--- src/rtl/axil_req_arbiter.sv ---
// Round-robin arbiter turning NUM_REQ simple request ports into single-outstanding AXI4-Lite transactions.
// Optional response watchdog with drain of late responses: define AXIL_ARB_TIMEOUT_EN.
`timescale 1ns/1ps
module axil_req_arbiter #(
  parameter int NUM_REQ        = 2,
  parameter int TIMEOUT_CYCLES = 16
) (
  input  logic                   aclk,
  input  logic                   aresetn,
  input  logic [NUM_REQ-1:0]     req_valid,
  input  logic [NUM_REQ-1:0]     req_write,
  input  logic [NUM_REQ*32-1:0]  req_addr,
  input  logic [NUM_REQ*32-1:0]  req_wdata,
  output logic [NUM_REQ-1:0]     req_grant,
  output logic [NUM_REQ-1:0]     req_done,
  output logic [31:0]            req_rdata,
  output logic [1:0]             req_resp,
  output logic                   timeout_err,
  output logic                   awvalid,
  input  logic                   awready,
  output logic [31:0]            awaddr,
  output logic                   wvalid,
  input  logic                   wready,
  output logic [31:0]            wdata,
  input  logic                   bvalid,
  input  logic [1:0]             bresp,
  output logic                   bready,
  output logic                   arvalid,
  input  logic                   arready,
  output logic [31:0]            araddr,
  input  logic                   rvalid,
  input  logic [31:0]            rdata,
  input  logic [1:0]             rresp,
  output logic                   rready
);
  localparam int IW = $clog2(NUM_REQ);

  if (NUM_REQ < 2 || NUM_REQ > 8 || TIMEOUT_CYCLES < 1) begin : g_bad_param
    $error("axil_req_arbiter: NUM_REQ must be 2..8 and TIMEOUT_CYCLES >= 1");
  end

  typedef enum logic [2:0] {
    S_IDLE, S_WADDR, S_WRESP, S_RADDR, S_RRESP, S_DONE
`ifdef AXIL_ARB_TIMEOUT_EN
    , S_DRAIN
`endif
  } state_t;

  state_t               state_q;
  logic [IW-1:0]        ptr_q;
  logic [NUM_REQ-1:0]   grant_q, done_q;
  logic [31:0]          addr_q, wdata_q, rdata_q;
  logic [1:0]           resp_q;
  logic                 awvalid_q, wvalid_q, bready_q, arvalid_q, rready_q;

`ifdef AXIL_ARB_TIMEOUT_EN
  localparam int CW = $clog2(TIMEOUT_CYCLES + 1);
  logic [CW-1:0]        cnt_q;
  logic                 wr_q, drain_q, tmo_q;
  logic                 tmo_hit;
  assign tmo_hit     = (cnt_q == CW'(TIMEOUT_CYCLES - 1));
  assign timeout_err = tmo_q;
`else
  assign timeout_err = 1'b0;
`endif

  // First asserted request at or after the pointer; scanning downward lets the smallest offset win.
  logic [IW-1:0] win_idx, cand, ptr_nxt;
  logic          win_found;
  always_comb begin
    win_found = 1'b0;
    win_idx   = '0;
    cand      = '0;
    for (int k = NUM_REQ - 1; k >= 0; k--) begin
      cand = IW'((int'(ptr_q) + k) % NUM_REQ);
      if (req_valid[cand]) begin
        win_found = 1'b1;
        win_idx   = cand;
      end
    end
  end
  assign ptr_nxt = (win_idx == IW'(NUM_REQ - 1)) ? '0 : win_idx + 1'b1;

  always_ff @(posedge aclk or negedge aresetn) begin
    if (!aresetn) begin
      state_q   <= S_IDLE;
      ptr_q     <= '0;
      grant_q   <= '0;
      done_q    <= '0;
      addr_q    <= '0;
      wdata_q   <= '0;
      rdata_q   <= '0;
      resp_q    <= '0;
      awvalid_q <= 1'b0;
      wvalid_q  <= 1'b0;
      bready_q  <= 1'b0;
      arvalid_q <= 1'b0;
      rready_q  <= 1'b0;
`ifdef AXIL_ARB_TIMEOUT_EN
      cnt_q     <= '0;
      wr_q      <= 1'b0;
      drain_q   <= 1'b0;
      tmo_q     <= 1'b0;
`endif
    end else begin
      done_q <= '0;
      case (state_q)
        S_IDLE: begin
`ifdef AXIL_ARB_TIMEOUT_EN
          cnt_q <= '0;
          wr_q  <= req_write[win_idx];
`endif
          if (win_found) begin
            ptr_q   <= ptr_nxt;
            grant_q <= NUM_REQ'(1) << win_idx;
            addr_q  <= req_addr[32*win_idx +: 32];
            wdata_q <= req_wdata[32*win_idx +: 32];
            if (req_write[win_idx]) begin
              awvalid_q <= 1'b1;
              wvalid_q  <= 1'b1;
              state_q   <= S_WADDR;
            end else begin
              arvalid_q <= 1'b1;
              state_q   <= S_RADDR;
            end
          end
        end
        S_WADDR: begin
          // AW and W retire independently; move on once neither is still pending.
          if (awready) awvalid_q <= 1'b0;
          if (wready)  wvalid_q  <= 1'b0;
          if ((!awvalid_q || awready) && (!wvalid_q || wready)) begin
            bready_q <= 1'b1;
            state_q  <= S_WRESP;
          end
        end
        S_WRESP: begin
          if (bvalid) begin
            bready_q <= 1'b0;
            resp_q   <= bresp;
            rdata_q  <= '0;
            done_q   <= grant_q;
            state_q  <= S_DONE;
          end
`ifdef AXIL_ARB_TIMEOUT_EN
          else if (tmo_hit) begin
            bready_q <= 1'b0;
            resp_q   <= 2'b11;
            rdata_q  <= '0;
            done_q   <= grant_q;
            tmo_q    <= 1'b1;
            drain_q  <= 1'b1;
            state_q  <= S_DONE;
          end else begin
            cnt_q <= cnt_q + 1'b1;
          end
`endif
        end
        S_RADDR: begin
          if (arready) begin
            arvalid_q <= 1'b0;
            rready_q  <= 1'b1;
            state_q   <= S_RRESP;
          end
        end
        S_RRESP: begin
          if (rvalid) begin
            rready_q <= 1'b0;
            rdata_q  <= rdata;
            resp_q   <= rresp;
            done_q   <= grant_q;
            state_q  <= S_DONE;
          end
`ifdef AXIL_ARB_TIMEOUT_EN
          else if (tmo_hit) begin
            rready_q <= 1'b0;
            resp_q   <= 2'b11;
            rdata_q  <= '0;
            done_q   <= grant_q;
            tmo_q    <= 1'b1;
            drain_q  <= 1'b1;
            state_q  <= S_DONE;
          end else begin
            cnt_q <= cnt_q + 1'b1;
          end
`endif
        end
        S_DONE: begin
          grant_q <= '0;
          rdata_q <= '0;
          resp_q  <= '0;
          state_q <= S_IDLE;
`ifdef AXIL_ARB_TIMEOUT_EN
          // A timed-out transaction still owes the slave one response; swallow it before re-arbitrating.
          if (drain_q) begin
            bready_q <= wr_q;
            rready_q <= !wr_q;
            state_q  <= S_DRAIN;
          end
`endif
        end
`ifdef AXIL_ARB_TIMEOUT_EN
        S_DRAIN: begin
          if (wr_q ? bvalid : rvalid) begin
            bready_q <= 1'b0;
            rready_q <= 1'b0;
            drain_q  <= 1'b0;
            state_q  <= S_IDLE;
          end
        end
`endif
        default: state_q <= S_IDLE;
      endcase
    end
  end

  assign req_grant = grant_q;
  assign req_done  = done_q;
  assign req_rdata = rdata_q;
  assign req_resp  = resp_q;
  assign awvalid   = awvalid_q;
  assign awaddr    = addr_q;
  assign wvalid    = wvalid_q;
  assign wdata     = wdata_q;
  assign bready    = bready_q;
  assign arvalid   = arvalid_q;
  assign araddr    = addr_q;
  assign rready    = rready_q;
endmodule

--- config.mk ---
export PLATFORM = sky130hd
export DESIGN_NAME = axil_req_arbiter
export DESIGN_NICKNAME = d
export VERILOG_FILES = /design/src/rtl/axil_req_arbiter.sv
export SDC_FILE = /design/constraint.sdc
export NUM_CORES = 1
export LEC_CHECK = 0
export ABC_AREA = 1
export ABC_CLOCK_PERIOD_IN_PS = 1570
export CAP_MARGIN = 20
export CORE_MARGIN = 5
export CORE_UTILIZATION = 38
export DETAILED_ROUTE_END_ITERATION = 6
export GPL_TIMING_DRIVEN = 0
export MAX_ROUTING_LAYER = met4
export PLACE_DENSITY = 0.8
export REMOVE_ABC_BUFFERS = 1
export SLEW_MARGIN = 20
export SYNTH_ARGS = -nofsm -noshare
export SYNTH_HDL_FRONTEND = slang
export SYNTH_SLANG_ARGS = --single-unit
--- constraint.sdc ---
create_clock -name aclk -period 1.57 [get_ports aclk]
set_input_delay 0.314 -clock aclk [delete_from_list [all_inputs] [get_ports aclk]]
set_output_delay 0.314 -clock aclk [all_outputs]
set_load 0.01 [all_outputs]
---- Word level (Yosys, flattened, before mapping) ----
Index checks and enable logic that the tools add are counted.
word-level totals
  bits in registers ....................... 111
  bits of input ports ..................... 175
  output and inout bits ................... 140
  logic and storage cells ................. 101
operators by class
  add/subtract/negate cells ............... 2
  magnitude comparators ................... 3
  equal/unequal tests ..................... 14
  shifts and indexed selects .............. 3
  mux-type cells .......................... 45
  reduce and logical (&&, ||, !) cells .... 21
operators with widths
  operator               number
  $shiftx A64 B7 Y32     2
  $pmux W32 S3           1
  $mux W32               2
  $mux W1                22
  $ne A2 B2 Y1 const B   9
  $mux W3                5
  $pmux W3 S5            1
  $mux W2                6
  $reduce_and A4 Y1      3
  $pmux W1 S2            5
  $reduce_bool A2 Y1     5
  $reduce_and A3 Y1      3
  $pmux W2 S2            2
  $eq A3 B2 Y1 const B   2
  $eq A3 B3 Y1 const B   2
  $lt A1 B2 Y1 const B   3
  $pmux W2 S3            1
  $reduce_and A5 Y1      1
  $reduce_and A2 Y1      2
  $eq A3 B1 Y1 const B   1
  $logic_not A3 Y1       1
  $reduce_bool A3 Y1     1
  $add A1 B1 Y1 const B  2
  $logic_not A1 Y1       2
  3 further kinds        4

---- Longest topological paths before layout ----
  word-level depth ........................ 10
  depth in mapped cells ................... 10
  gate-level depth less buffers ........... 9

---- Worst setup path before layout ----
Ideal clock, no wire load.
  path kind ............................... flip-flop to flip-flop
  from .................................... reg state_q[0]
  to ...................................... reg addr_q[0], in the netlist araddr[0]
  library setup time ...................... 0.119 ns
  arrival time ............................ 1.254 ns
  required time ........................... 1.451 ns
  slack ................................... 0.197 ns
  stages on the path, launching flop included .. 10
  path buffers ............................ 2
  clock period less this slack ............ 1.373 ns
  path through ............................ dfrtp_1 > inv_2 > nand3_1 > inv_2 > nand2_2 > inv_2 > buf_6 > buf_2 > nand3_1 > o21a_1
between the ends
  cells in the longest elaborated chain, start to end .. 2
ends and longest elaborated chain
  what                                line  text
  start, declared                     49    state_t state_q;
  start signal, assigned              86    state_q <= S_IDLE;
  start signal, assigned              121   state_q <= S_WADDR;
  start signal, assigned              124   state_q <= S_RADDR;
  $logic_not A3 Y1                    107   case (state_q)
  $reduce_and A2 Y1 (no source line)  --
  end signal, assigned                116   addr_q <= req_addr[32*win_idx +: 32];
  end, declared                       52    logic [31:0] addr_q, wdata_q, rdata_q;
No other way between the ends.
A chain may end at the register's enable or synchronous reset.

---- Final worst setup path ----
  from .................................... reg state_q[1]
  to ...................................... reg resp_q[1], in the netlist req_resp[1]
between the ends
  cells in the longest elaborated chain, start to end .. 3
  elaborated cells on any way between the ends .. 8
  those cells by class .................... eq/ne (5); mux (1); reduce/logical (2)
ends and longest elaborated chain
  what                                                                 line  text
  $eq A3 B2 Y1 or $eq A3 B3 Y1 (tied branches)                         107
  $ne A2 B2 Y1 (no source line) or $reduce_bool A3 Y1 (tied branches)  --
  $reduce_and A3 Y1 (no source line)                                   --
  end signal, assigned                                                 140   resp_q <= bresp;
  end signal, assigned                                                 170   resp_q <= rresp;
  end, declared                                                        53    logic [1:0] resp_q;
Parallel ways exist; a longest one is shown, timed or not.

==> metrics.csv <==
metric,value,unit
dieArea,0.0168,sq mm
grt_pass1_wl,30200,microns
drt-initial-drc-count,301,
layout_min_cycle_time,1.53,ns
leakage,4.27,nW
dr.pass1.iters,5,
rr_worst_depth,8,
whs,0.481,ns
ys_seq_elements,111,
start_util,0.390,
drt-total-wl,20600,microns
slowest_stage,dfrtp_2,
min_path_type,reg -> reg,
worstMarginPinSlew,0.543,ns
antenna_found_initial,0,
tns,0,ns
drive_gt1_frac,0.103,
crit_start,state_q[1]$_DFFE_PN0P_,
core_area,0.0139,sq mm
htreeDepth,3,
io_buffers,313,
rows,43,
grt_max_degree,66,
cp_max_fo,9,
crit_type,reg -> reg,
timing_hold_violations_final,0,
cp-endpoint,req_resp[1]$_DFFE_PN0P_,
drt-wirelength-per-cell,18.5,microns
clockRootBuffer,clkbuf_16,
ys_types,23,
path_common_cell,nand2_1,
io_pins,315,
antenna_left,0,
ys_seq_area_frac,0.511,
synth_area,0.00544,sq mm
crit_buf_inv,2,
area_growth,68.5,%
syn_inst,640,
vias_per_cell,4.99,
clkTransAtPathRegs,0.07,ns
crit_family,simple AND/OR/NAND/NOR gates,
clk_path_buf_depth,2,
rr_endpoint,req_resp[1]$_DFFE_PN0P_,
timing.fmax,654,MHz
clock_sinks,111,
clock_skew,0.00606,ns
remaining_drc_errors,0,
endpoint_kind,flip-flop,
path_depth,8,
postLayoutCoreUtil,0.658,
cp-start-kind,flip-flop,
setup_viol,0,
rrSetupSlack,0.04,ns
critPathMaxStageDelay,0.44,ns
hpwl,13100,microns
grt.overflow.total,0,
worstPathArrival,1.77,ns
relSlewSlack,0.638,
diodes,0,
syn_avg_cell_area,8.50,sq um
grt_use_total,0.240,
cellPowerDensity,1810,mW/mm^2
crit_required,1.81,ns
path_cells,inv_4 > nor2_4 > nand2_2 > nand2_8 > nand3_4 > buf_12 > nand2_1 > nand2_1,
final_nets,1104,
slew_viol_final,0,
vias,5556,
die_w,130,microns
die_h,130,microns
vdd_drop_max,1230,uV
place.gp.congestion,0.838,
place_area,0.00841,sq mm
clock_latency,0.35,ns
timing.final.crit_share,0.974,
yosysWarnings,0,
maxCapViolCount,0,
fin_area,0.00917,sq mm
cts_tree,yes,
cts_made_buffers,9,
status,"finished, final reports clean",
rr_startpoint,state_q[1]$_DFFE_PN0P_,
grt_pass1_vias,5547,
[how the worst min path moves through the flow]
stage | from | endpoint | slack [ns] | cells past startpoint
after floorplan | aresetn | araddr[0]$_DFFE_PN0P_ | 0.02 | 0
after CTS | req_rdata[0]$_DFFE_PN0P_ | req_rdata[0]$_DFFE_PN0P_ | 0.48 | 2
after global placement | req_resp[1]$_DFFE_PN0P_ | req_resp[1]$_DFFE_PN0P_ | 0.46 | 2
after global routing | wdata[13]$_DFFE_PN0P_ | wdata[13]$_DFFE_PN0P_ | 0.50 | 1
final | req_rdata[11]$_DFFE_PN0P_ | req_rdata[11]$_DFFE_PN0P_ | 0.48 | 2
after detailed placement | aresetn | araddr[7]$_DFFE_PN0P_ | 0.31 | 1
[cell type report]
class | count | area (sq um)
multi-input combinational | 440 | 2310
timing repair inverter | 2 | 15.0
clock buffer | 10 | 239
fill | 1182 | 4770
clock inverter | 6 | 70.1
timing repair buffer | 340 | 3390
sequential | 111 | 2780
inverter | 25 | 130
tap | 180 | 225
[metrics by stage]
step | power [mW] | cells | setup WS (ns)
6_report | 16.6 | 1114 | 0.0416
5_1_grt | 17.6 | 1114 | -0.0284
4_1_cts | 16.3 | 1103 | -0.0526
3_5_place_dp | 13.8 | 1065 | -0.724
3_3_place_gp | 13.5 | 1062 | -4.24
2_1_floorplan | 8.81 | 569 | -1.52
[power by group]
group	internal [mW]	switching, mW
logic	4.26	4.93
clock network	1.29	1.09
registers	4.20	0.833
total	9.75	6.85
[cell usage in the layout, fill, tap and decap left out]
cell type,Yosys,layout
o22ai_1,1,1
dfrtp_2,0,2
nand3_4,0,9
a21oi_1,2,2
bufinv_16,0,1
nand3_2,1,4
dfrtp_1,111,109
dlygate4sd2_1,0,127
inv_16,0,1
nor3_1,1,1
buf_16,0,6
nor2_2,0,2
inv_1,21,17
dlymetal6s2s_1,0,13
inv_4,0,2
nor2_1,13,9
clkbuf_8,0,1
nand2_1,231,226
inv_2,3,4
nand2_8,0,2
o21ai_2,12,12
clkinvlp_4,0,3
conb_1,1,1
o21ai_0,25,25
clkinv_4,0,4
nand2_2,7,8
o21a_1,64,64
nand3_1,74,69
clkinv_8,0,1
clkdlybuf4s50_1,0,172
o21ai_1,1,1
buf_12,1,3
buf_6,2,2
buf_4,38,15
nor2_4,0,2
nand2_4,0,2
clkbuf_16,0,10
dlygate4sd3_1,0,1
[flip-flops by register name, summed over array words and instances (netlist names)]
| signal | flops |
|---|---|
| araddr | 32 |
| arvalid | 1 |
| awvalid | 1 |
| bready | 1 |
| ptr_q | 1 |
| req_done | 2 |
| req_grant | 2 |
| req_rdata | 32 |
| req_resp | 2 |
| rready | 1 |
| state_q | 3 |
| wdata | 32 |
| wvalid | 1 |
[synth_stat cells (all sizes together)]
master | instances | area [sq um]
a21oi | 2 | 10.0
buf | 62 | 453
clkbuf | 9 | 33.8
clkinv | 1 | 3.75
conb | 1 | 3.75
dfrtp | 111 | 2780
inv | 24 | 90.1
nand2 | 238 | 911
nand3 | 75 | 380
nor2 | 13 | 48.8
nor3 | 1 | 5.00
o21a | 64 | 480
o21ai | 38 | 235
o22ai | 1 | 6.26
[cell families after synthesis]
logic type / count (synthesis) / synth area share
AO/OA/AOI/OAI: 105 / 0.135
AND/OR/NAND/NOR: 327 / 0.247
buffers and inverters: 96 / 0.107
flip-flops: 111 / 0.511
other: 1 / 0.000689
[worst register-to-register path, delay by kind of cell (launching register included)]
family | cells | cell delay, ns
flops | 1 | 0.44
simple gates | 6 | 0.75
buf+inv | 2 | 0.24
[routing by layer]
| metal | GRT usage | vias to the layer above | share of wire |
|---|---|---|---|
| li1 | - | 2639 | - |
| met1 | 0.291 | 2624 | 0.40 |
| met2 | 0.396 | 248 | 0.49 |
| met3 | 0.0507 | 45 | 0.076 |
| met4 | 0.0874 | 0 | 0.032 |
| met5 | - | - | 0 |
[what timing repair did]
action / CTS / global route
endpoints found under the hold margin: 55 / 0
gates resized for setup: 154 / 34
setup endpoints to repair: 230 / 118
buffers inserted: 10 / 10
pin swaps: 1 / 6
hold buffers: 1 / 0
cloned: 11 / 2
Note: power is estimated with default switching activity, not from simulation.
